--- src/rtl/serial_addsub.sv ---
// Bit-serial adder/subtractor: one full-adder slice plus a carry flop,
// operands consumed LSB-first, one bit per clock.
module serial_addsub #(
  parameter int WIDTH = 8
) (
  input  logic             clk,
  input  logic             rst,
  input  logic             start,
  input  logic             sub,
  input  logic [WIDTH-1:0] a,
  input  logic [WIDTH-1:0] b,
  output logic             busy,
  output logic             done,
  output logic [WIDTH-1:0] sum,
  output logic             cout,
  output logic             ovf
);

  localparam int CW = $clog2(WIDTH + 1);

  typedef enum logic [1:0] {
    IDLE,
    RUN,
    DONE
  } state_t;

  state_t state, state_nxt;

  logic [WIDTH-1:0] sh_a, sh_b, res;
  logic [CW-1:0]    cnt;
  logic             carry;
  logic             s_bit, c_bit, last;

  assign s_bit = sh_a[0] ^ sh_b[0] ^ carry;
  assign c_bit = (sh_a[0] & sh_b[0]) |
                 (carry & (sh_a[0] ^ sh_b[0]));
  assign last  = (cnt == CW'(WIDTH - 1));

  always_comb begin
    state_nxt = state;
    unique case (state)
      IDLE:    if (start) state_nxt = RUN;
      RUN:     if (last) state_nxt = DONE;
      DONE:    state_nxt = IDLE;
      default: state_nxt = IDLE;
    endcase
  end

  assign busy = (state == RUN);
  assign done = (state == DONE);

  always_ff @(posedge clk or posedge rst) begin
    if (rst) state <= IDLE;
    else     state <= state_nxt;
  end

  always_ff @(posedge clk or posedge rst) begin
    if (rst) begin
      sh_a  <= '0;
      sh_b  <= '0;
      res   <= '0;
      cnt   <= '0;
      carry <= 1'b0;
      sum   <= '0;
      cout  <= 1'b0;
      ovf   <= 1'b0;
    end else if (state == IDLE && start) begin
      sh_a  <= a;
      sh_b  <= sub ? ~b : b;
      carry <= sub;
      cnt   <= '0;
    end else if (state == RUN) begin
      sh_a  <= {1'b0, sh_a[WIDTH-1:1]};
      sh_b  <= {1'b0, sh_b[WIDTH-1:1]};
      res   <= {s_bit, res[WIDTH-1:1]};
      carry <= c_bit;
      cnt   <= cnt + CW'(1);
      // carry register here is the carry into the MSB slice
      if (last) begin
        sum  <= {s_bit, res[WIDTH-1:1]};
        cout <= c_bit;
        ovf  <= carry ^ c_bit;
      end
    end
  end

endmodule

--- config.mk ---
export PLATFORM = sky130hd
export DESIGN_NAME = serial_addsub
export DESIGN_NICKNAME = d
export VERILOG_FILES = /design/src/rtl/serial_addsub.sv
export SDC_FILE = /design/constraint.sdc
export NUM_CORES = 1
export LEC_CHECK = 0
export ABC_AREA = 1
export ABC_CLOCK_PERIOD_IN_PS = 1800
export CAP_MARGIN = 20
export CELL_PAD_IN_SITES_DETAIL_PLACEMENT = 2
export CELL_PAD_IN_SITES_GLOBAL_PLACEMENT = 2
export CORE_MARGIN = 10
export CORE_UTILIZATION = 30
export CTS_CLUSTER_DIAMETER = 200
export CTS_CLUSTER_SIZE = 28
export DETAILED_ROUTE_END_ITERATION = 6
export PLACE_DENSITY_LB_ADDON = 0.08
export SLEW_MARGIN = 20
export SYNTH_ARGS = -nofsm -noshare
export SYNTH_HDL_FRONTEND = slang
export SYNTH_SLANG_ARGS = --single-unit
export TNS_END_PERCENT = 20
--- constraint.sdc ---
create_clock -name clk -period 1.8 [get_ports clk]
set_clock_uncertainty 0.1 [all_clocks]
set_input_delay 0.27 -clock clk [delete_from_list [all_inputs] [get_ports clk]]
set_output_delay 0.27 -clock clk [all_outputs]
set_load 0.01 [all_outputs]
**Word level (Yosys, flattened, before mapping)**

Index checks and enable logic that the tools add are counted.

- Register bits: 41
- Bits in latches: 0
- RAM bits: 0
- Bits in read-only memories: 0
- Input port bits: 20
- Output and inout port bits: 12
- Logic and storage cells: 41
- Memories: 0

- $add $sub $neg: 1
- Multiply operators: 0
- Divide/modulo/power cells: 0
- Magnitude comparators: 0
- Equality and inequality tests: 5
- Shift operators: 0
- Muxes and demuxes: 12
- Bitwise logic cells: 8
- Reduce and logical (&&, ||, !) cells: 6

Operators by type and width:

| cell | number |
|---|---|
| $mux 8 | 5 |
| $mux 4 | 2 |
| $not 8->8 | 1 |
| $add 4x1->4 const B | 1 |
| $eq 4x3->1 const B | 1 |
| $mux 2 | 2 |
| $pmux 2 s2 | 1 |
| $reduce_and 2->1 | 2 |
| $reduce_and 3->1 | 1 |
| $xor 1x1->1 | 3 |
| $and 1x1->1 | 2 |
| $eq 2x1->1 const B | 1 |
| $eq 2x2->1 const B | 1 |
| $logic_not 2->1 | 1 |
| $mux 1 | 2 |
| $ne 2x1->1 const B | 1 |
| $ne 2x2->1 const B | 1 |
| $reduce_bool 2->1 | 1 |
| $logic_and 1x1->1 | 1 |
| $not 1->1 | 1 |
| $or 1x1->1 | 1 |

**Logic depth before layout (Yosys ltp)**

- Depth in word-level cells: 5
- Depth in mapped cells: 7
- Mapped depth without buffers: 7

**Worst setup path before layout**

Ideal clock, no wire load.

- Path kind: flip-flop to flip-flop
- From: reg sh_a[0]
- To: reg ovf
- Setup time: 0.122 ns
- Arrival time: 1.092 ns
- Required time: 1.578 ns
- Setup slack: 0.486 ns
- Cell stages (with the launch flop): 4
- Path buffers: 0
- Clock period less this slack: 1.314 ns
- Cells stage by stage: dfrtp_1 > fa_1 > xnor2_1 > o21ai_2

- Word-level cells in the longest chain between the ends: 4
- Elaborated cells between the ends (all ways): 5
- Those cells by class: bitwise: 5

Ends and longest elaborated chain:

| item | line | RTL |
|---|---|---|
| start, declared | 29 | `logic [WIDTH-1:0] sh_a, sh_b, res;` |
| start signal, assigned | 73 | `sh_a <= {1'b0, sh_a[WIDTH-1:1]};` |
| $xor 1x1->1 | 36 | `(carry & (sh_a[0] ^ sh_b[0]));` |
| $and 1x1->1 | 36 |  |
| $or 1x1->1 * | 35 | `assign c_bit = (sh_a[0] & sh_b[0]) \|` |
| net c_bit | 32 | `logic s_bit, c_bit, last;` |
| $xor 1x1->1 * | 82 | `ovf <= carry ^ c_bit;` |
| end signal, assigned | 82 |  |
| end, declared | 16 | `output logic ovf` |

The timed path passes the listed nets; every way through them passes the cells marked *.
A chain may end at the register's enable or synchronous reset.

**Worst setup path in the final report**

- From: reg state[1]
- To: out done

- Word-level cells in the longest chain between the ends: 1

Ends and longest elaborated chain:

| item | line | RTL |
|---|---|---|
| start, declared | 27 | `state_t state, state_nxt;` |
| start signal, assigned | 54 | `else state <= state_nxt;` |
| $eq 2x2->1 | 50 | `assign done = (state == DONE);` |
| end, declared | 13 | `output logic done,` |

No other way between the ends.

==> summary.txt <==
Place
  • Placed cells: between 300 and 400
  • HPWL Detailed: 3612 um
  • Cell Area, Placed: between 2000 and 2500 sq um
  • Routability Congestion: 0.6830
  • PortBufs: 31

Pwr
  • Leak: 1.265 nW
  • VDD IR max: 0.5307 mV
  • PD cells: 1581 nW/um^2

Yosys
  • Post-synth top area share: 0.5316
  • Post-Synthesis Cells: between 200 and 250
  • Yosys top cell by area: dfrtp_1
  • Yosys warning count: 0
  • Cell Area, Synth: between 1500 and 2000 sq um
  • Syn Nets: 260
  • Synth Register Bits: 40
  • Count of different cell masters after synthesis: 18
  • Synth area leaders: dfrtp_1 53%, nand2_1 25%, inv_1 4.2%
  • Seq/Total Area, Yosys: 0.5316
  • Synthesized area per cell: roughly 7.9 sq um

Clocking
  • Worst-path clk slew: around 0.080 ns
  • TritonCTS clock tree: yes
  • Clk sinks: 40
  • Number of CTS-inserted buffers: 5
  • Clock buffer depth: 2
  • Clock Latency Late Sink: 0.29 ns
  • Root buf cell: clkbuf_8
  • Cts hold-fix bufs: 0
  • H-tree Lvls: 2

Global routing
  • Largest net degree at the start of global routing: ~40
  • First-pass GRT wire length: 8528 um
  • GRT Overall Usage: 0.1046
  • Vias in the first global route: 1,851
  • GRT overflow: 0
  • Initial antenna violation count: 0

Critical path
  • Crit-path cells: inv_1, nor2_1, dlygate4sd2_1
  • Critical path's slowest cell: dfrtp_1
  • CP startpoint kind: flip-flop
  • Crit path required time: about 1.4 ns
  • Worst path arrival time: between 1 and 1.5 ns
  • Crit Path Max Fanout: 3
  • Flop-to-flop setup slack: between 0.3 and 0.4 ns
  • Worst setup EP type: output pin
  • Critical path class: flip-flop to output pin
  • Crit path largest cell delay: between 0.4 and 0.5 ns

Floorplan
  • IO Pins: 32
  • Core Rows: 28
  • Initial Util: 0.3143
  • Die Y: around 100 um
  • Core footprint: 5991 sq um
  • Die ar.: 9846 sq um
  • Chip width: between 90 and 100 um

Layout
  • Area grow syn2layout: 29.83%
  • Post-Layout Cell Count: 352
  • # fillers: around 690
  • Fraction of layout cells with a size suffix above 1: 0.1083
  • Diode count: 0
  • Final core utilization: 0.4081
  • Net count, final: 298
  • Cell area after layout: 2445 sq um

STA
  • Final min period: 1.579 ns
  • Post-route clock period utilization: 0.8774
  • Relative slew slack: 0.6768
  • TNS Setup: 0 ns
  • Worst-Margin Slew: 0.4837 ns
  • Final setup viols: 0
  • Max Slew Vio Count: 0
  • Max Clock Freq: 0.6332 GHz
  • RSZ-0062 raised after global routing: no
  • Hold slack: roughly 0.23 ns
  • Hold Vio Cnt, Final: 0

Routing
  • Total Wirelength: 4913 um
  • DRT Pass-1 Iters: 4
  • DR WL/cell: 13.96 um
  • Vias: 1,624
  • Violation count after the first detailed-routing iteration: 44
  • DRC violations left: 0
  • Post-DRT Antenna Nets: 0
  • Via density: 4.614

Run status
  • Outcome: completed

Job
  • Max_cap viols: 0

Worst hold path
  • Hold Crit Class: primary input to asynchronous set/reset pin
through the flow:
stage	setup slack (ns)	power, mW
2_1_floorplan	0.4858	2.482
3_5_place_dp	0.2259	3.112
5_1_grt	0.08002	4.238
6_report	0.2207	3.865
3_3_place_gp	0.2481	3.047
4_1_cts	0.1879	3.963
layout by cell type, fill, tap and decap left out, drive strengths merged:
master,n
dfrtp,40
clkbuf,7
nand3,9
ha,1
o21ai,20
clkdlybuf4s50,29
nand2,127
nor2,6
fa,1
bufinv,1
dlygate4sd2,2
inv,23
xnor2,2
buf,9
final cells by class:
class | count | area (sq um) | share of cell area
Sequential cell | 40 | 1001 | 0.4094
Multi-Input combinational cell | 166 | 737.0 | 0.3014
Timing Repair Buffer | 40 | 400.4 | 0.1638
Clock buffer | 7 | 96.34 | 0.03941
Tap cell | 75 | 93.84 | 0.03838
Inverter | 23 | 86.33 | 0.03531
Clock inverter | 1 | 30.03 | 0.01228
cells in the mapped netlist:
cell type and instances:
ha_1 1, nand3_1 9, buf_6 1, nand2_1 126
dfrtp_1 40, o21ai_1 1, buf_2 5, nand2_2 1
inv_2 2, nor2_4 1, nor2_2 1, fa_1 1
o21ai_2 8, nor2_1 4, xnor2_1 2, o21ai_0 11
buf_4 3, inv_1 21
report_power, final:
part           switching [mW]  total, mW  internal, mW  leakage (nW)
registers               0.245       1.53          1.29         0.510
logic                   0.854       1.52         0.664         0.690
clock network           0.328      0.818         0.490        0.0645
worst max-delay path, delay by kind of cell (launching register included):
| kind | cells | cell delay, ns |
|---|---|---|
| AND/OR/NAND/NOR | 1 | 0.12 |
| buffers and inverters | 2 | 0.38 |
| flip-flops | 1 | 0.42 |
worst paths after layout:
path                       cells past startpoint  endpoint      from
max                                            3      done  state[1]
min                                            3   sh_a[5]       rst
max reg2reg                                    7    sum[6]    cnt[0]
min reg2reg                                    2   sh_a[1]   sh_a[1]
max in group asynchronous                      3    cnt[2]       rst
min in group clk                               2   sh_a[1]   sh_a[1]
kinds of logic after synthesis:
kind of cell,count (synthesis),synth area share
adder cells (fa/ha/maj),2,0.01728
flip-flops,40,0.5316
buffers and inverters,32,0.07708
AND/OR/NAND/NOR,142,0.2957
AO/OA/AOI/OAI,20,0.06910
XOR/XNOR,2,0.009304
flip-flops by register name (all words and copies together), names as in the netlist:
name   flops
carry      1
cnt        4
cout       1
ovf        1
res        7
sh_a       8
sh_b       8
state      2
sum        8
repair_timing:
action | CTS | global route
setup buffers | 1 | 0
gates resized for setup | 2 | 0
endpoints found under the setup margin | 2 | 0
layer usage:
layer / track usage / up-vias / routed length (um)
met3: 0.03253 / 7 / 174
met1: 0.1181 / 798 / 2174
met5: 0 / - / 0
met2: 0.1814 / 25 / 2492
met4: 0.03638 / 0 / 71
li1: - / 794 / -
(Power assumes the default switching activity.)
